### src/rtl/rng_range_gen.sv
// rng_range_gen: WIDTH-bit xorshift generator whose output is reduced into [min_n, max_n)
// by a bit-serial restoring remainder, one seed bit per cycle.
module rng_range_gen #(
  parameter int WIDTH = 16,
  parameter int SHIFT_A = 7,
  parameter int SHIFT_B = 9,
  parameter int SHIFT_C = 8,
  parameter logic [WIDTH-1:0] SEED_DEFAULT = WIDTH'(1)
) (
  input  logic             clock,
  input  logic             reset,
  input  logic             load_seed,
  input  logic [WIDTH-1:0] seed_in,
  input  logic             req,
  input  logic [WIDTH-1:0] min_n,
  input  logic [WIDTH-1:0] max_n,
  output logic [WIDTH-1:0] rand_int,
  output logic             valid,
  output logic             busy,
  output logic [WIDTH-1:0] seed
);
  localparam int CW = $clog2(WIDTH);
  typedef enum logic [1:0] {IDLE, STEP, REDUCE, DONE} state_t;
  state_t state;
  logic [WIDTH-1:0] min_r, range_r;
  logic [WIDTH:0] rem, shifted, rem_next;
  logic [CW-1:0] cnt;
  function automatic logic [WIDTH-1:0] xorshift(input logic [WIDTH-1:0] s);
    logic [WIDTH-1:0] t;
    t = s ^ (s << SHIFT_A);
    t = t ^ (t >> SHIFT_B);
    t = t ^ (t << SHIFT_C);
    return t;
  endfunction
  // range_r == 0 marks the degenerate min_n >= max_n case, which pins the remainder to zero
  always_comb begin
    shifted = {rem[WIDTH-1:0], seed[cnt]};
    rem_next = range_r == '0 ? '0 : shifted >= {1'b0, range_r} ? shifted - {1'b0, range_r} : shifted;
  end
  always_ff @(posedge clock) begin
    if (reset) begin
      state <= IDLE;
      seed <= SEED_DEFAULT;
      rand_int <= '0;
      valid <= 1'b0;
      busy <= 1'b0;
      min_r <= '0;
      range_r <= '0;
      rem <= '0;
      cnt <= '0;
    end else begin
      valid <= 1'b0;
      case (state)
        IDLE: begin
          if (load_seed) seed <= seed_in == '0 ? SEED_DEFAULT : seed_in;
          if (req) begin
            state <= STEP;
            busy <= 1'b1;
          end
        end
        STEP: begin
          seed <= xorshift(seed);
          min_r <= min_n;
          range_r <= min_n >= max_n ? '0 : max_n - min_n;
          rem <= '0;
          cnt <= CW'(WIDTH - 1);
          state <= REDUCE;
        end
        REDUCE: begin
          rem <= rem_next;
          cnt <= cnt - CW'(1);
          if (cnt == '0) state <= DONE;
        end
        DONE: begin
          rand_int <= rem[WIDTH-1:0] + min_r;
          valid <= 1'b1;
          busy <= 1'b0;
          state <= IDLE;
        end
        default: state <= IDLE;
      endcase
    end
  end
endmodule

### config.mk
export PLATFORM = sky130hd
export DESIGN_NAME = rng_range_gen
export DESIGN_NICKNAME = d
export VERILOG_FILES = /design/src/rtl/rng_range_gen.sv
export SDC_FILE = /design/constraint.sdc
export NUM_CORES = 1
export LEC_CHECK = 0
export ABC_AREA = 0
export CAP_MARGIN = 10
export CORE_MARGIN = 5
export CORE_UTILIZATION = 40
export DETAILED_ROUTE_END_ITERATION = 7
export GPL_ROUTABILITY_DRIVEN = 0
export PLACE_DENSITY_LB_ADDON = 0.08
export SYNTH_ARGS = -nofsm -noshare
export SYNTH_HDL_FRONTEND = slang
export SYNTH_SLANG_ARGS = --single-unit
### constraint.sdc
create_clock -name clock -period 3.3 [get_ports clock]
set_input_delay 0.99 -clock clock [delete_from_list [all_inputs] [get_ports clock]]
set_output_delay 0.99 -clock clock [all_outputs]
set_load 0.1 [all_outputs]
==> summary.md <==
| Metric | Value |
|---|---|
| Hold crit path type | reg -> reg |
| Worst vdd ir | 0.000863 V |
| Largest family of logic cells by synthesized area | compound AO/OA/AOI/OAI gates |
| Synth area leaders | dfxtp_1, ha_1, mux2i_1 |
| H-tree levels | 3 |
| Drt first pass iters | 5 |
| DRC Markers | 0 |
| Post-Layout Cell Count | 1084 |
| Top cell type's share of synthesized area | 0.281 |
| Final Hold Fails | 0 |
| Wire per inst | 17.0 um |
| Max Transition Viols Final | 0 |
| Post-synthesis sequential area ratio | 0.281 |
| Fin area | 8200 um2 |
| Critical path launch point type | flip-flop |
| Number of routed nets with antenna violations | 0 |
| Top_reg_cell synth | dfxtp_1 |
| Layout cell share with drive strength beyond 1 | 0.195 |
| CP max FO | 5 |
| Slew margin rel. | 0.286 |
| Worst-margin pin slew | 1070 ps |
| Worst endpoint required time | 3540 ps |
| Nets | 975 |
| Post-layout min period | 3300 ps |
| Vias | 5884 |
| Initial drt markers | 397 |
| Grt ovf | 0 |
| Mux cell area share after synthesis | 0.0949 |
| Total Routing Usage GR | 0.201 |
| Clk_skew | 7.69 ps |
| Num rows | 45 |
| Leak Pwr | 3.50 nW |
| Die Y | 135 um |
| Final worst path period share | 1.00 |
| Syn Nets | 843 |
| N_diodes | 0 |
| Initial antenna violation count | 0 |
| Core area | 15300 um2 |
| Placed Area | 7690 um2 |
| Clock buffer depth | 2 |
| Most common cell after layout, fill and taps aside | buf_4 |
| Status | complete, but fails checks |
| Worst-skew pair later-pin latency | 350 ps |
| Synth warn | 0 |
| Clock tree sinks | 88 |
| Filler cell count | 1420 |
| DP HPWL | 14600 um |
| Area growth, synth to finish | 30.8% |
| Number of global-route vias before repair | 5724 |
| Mapped Area | 6260 um2 |
| Synthesized area per cell | 8.51 um2 |
| Final setup viols | 1 |
| Gate Count Post-Synth | 736 |
| Commonest cells after routing, fill and taps aside | buf_4, nor2_1, dfxtp_1 |
| Initial core utilization | 0.411 |
| Worst setup path category | reg -> reg |
| Fmax | 0.303 GHz |
| Compound-cell area share of the yosys netlist | 0.210 |
| DIE AREA | 18300 um2 |
| Adder-cell share of the synthesized area | 0.113 |
| Max Cap Viol | 0 |
| RSZ-0062 raised after global routing | true |
| Worst-path clk slew | 70 ps |
| Fraction of synthesized cell area in xor and xnor cells | 0.0825 |
| Setup crit end kind | flip-flop |
| Violated checks | setup timing |
| Largest net degree at the start of global routing | 49 |
| Final WL | 18500 um |
| Place WS | -361 ps |
| Port Buffers | 85 |
| Synth area leader | dfxtp_1 |
| Boundary Pins | 86 |
| Distinct cells, synth | 68 |
| Setup WS post-layout | -4.61 ps |
| EDFF count, synth | 0 |
| Die W | 135 um |
| First-pass GRT wire length | 29200 um |
| Ys async rst share | 0 |
| Root buf cell | clkbuf_16 |
| Worst Path Arrival | 3540 ps |
| Pwr dens | 856 nW/um2 |
| CTS tree | built |
| Post-Synth Simple-Gate Area | 0.168 |
| Post-placement cell count | 1063 |
| Number of CTS-inserted buffers | 9 |
| Routed vias/inst | 5.43 |
| Yosys reg bits | 88 |
-- registers in the layout, summed over array words and instances, names as in the netlist --
| name | cells |
|---|---|
| cnt | 4 |
| rand_int | 16 |
| state | 2 |
| seed | 16 |
| rem | 16 |
| range_r | 16 |
| min_r | 16 |
| busy | 1 |
| valid | 1 |
-- Yosys cell counts (4+ instances only) --
cell / n
o2bb2a_1: 4
nor4_1: 7
a2bb2oi_1: 11
o32ai_1: 4
nand4_1: 6
a31oi_1: 8
nor2b_1: 8
nand2b_1: 10
buf_1: 7
nor2_1: 75
mux2i_1: 47
ha_1: 52
and3_1: 5
clkbuf_1: 19
nand3_1: 15
xnor2_1: 43
nor3_1: 27
a21oi_1: 36
dfxtp_1: 88
nand2_1: 33
buf_2: 4
a21o_1: 18
o21a_1: 4
mux4_2: 5
o21ai_1: 11
xor2_1: 16
inv_1: 47
a22oi_1: 8
a211oi_1: 14
and2_1: 10
o21bai_1: 7
o2111ai_1: 4
o21ai_0: 31
-- final timing paths --
kind / from / end / slack (ps) / depth (start not counted)
min: rand_int[10] / rand_int[10] / 490 / 2
max reg2reg: cnt[0] / rem[14] / -5 / 13
min reg2reg: rand_int[10] / rand_int[10] / 490 / 2
max: cnt[0] / rem[14] / -5 / 13
-- critical path, cell delays in order, from the launching register on --
cell and delay (ps):
dfxtp_4 390, mux4_2 510, mux4_2 490, inv_4 90, ha_4 130, inv_2 30, fa_2 330, a21o_1 220
a221oi_2 300, o22a_1 260, o21ai_2 80, a21oi_2 150, xor2_1 150, o21ai_1 70
-- routing by layer --
layer	up-vias	wire length, um	global-route usage
met5	-	0	0
met4	0	327	0.0538
met3	21	743	0.0368
met2	127	8850	0.338
met1	2803	8540	0.264
li1	2933	-	-
-- per-stage QoR --
step	hold slack (ps)	power (W)	util	TNS, ps
finish	491	0.00702	0.537	-4.61
global route	525	0.00744	0.537	-1050
CTS	499	0.00691	0.528	0
detailed placement	482	0.00565	0.504	-6590
global placement	470	0.00559	0.504	-4280
floorplan	461	0.00465	-	0
-- report_power, final --
part	switching, W	internal [W]
sequential	0.000197	0.00132
clock	0.000436	0.000758
combinational	0.00254	0.00176
-- what timing repair did --
item | CTS | global route
resized for setup | 4 | 24
setup endpoints to repair | 16 | 32
setup buffers | 1 | 3
cloned | 0 | 1
hold endpoints to repair | 0 | 0
pin swaps | 5 | 12
hold buffers | 0 | 0
-- kinds of logic (layout without fill, tap and decap cells) --
group / count (synthesis) / after routing
compound gates: 190 / 190
xor+xnor: 59 / 59
fa+ha+maj: 55 / 55
buf+inv: 79 / 215
flops: 88 / 88
mux: 53 / 53
simple gates: 212 / 213
-- final cells by class --
| class | instances | area (um2) | area share |
|---|---|---|---|
| multi-input combinational | 570 | 4320 | 0.527 |
| sequential | 88 | 1830 | 0.223 |
| timing repair buffer | 151 | 1260 | 0.153 |
| clock buffer | 13 | 283 | 0.0345 |
| tap | 211 | 264 | 0.0322 |
| inverter | 48 | 183 | 0.0223 |
| clock inverter | 3 | 68.8 | 0.00840 |
Note: power is estimated with default switching activity, not from simulation.
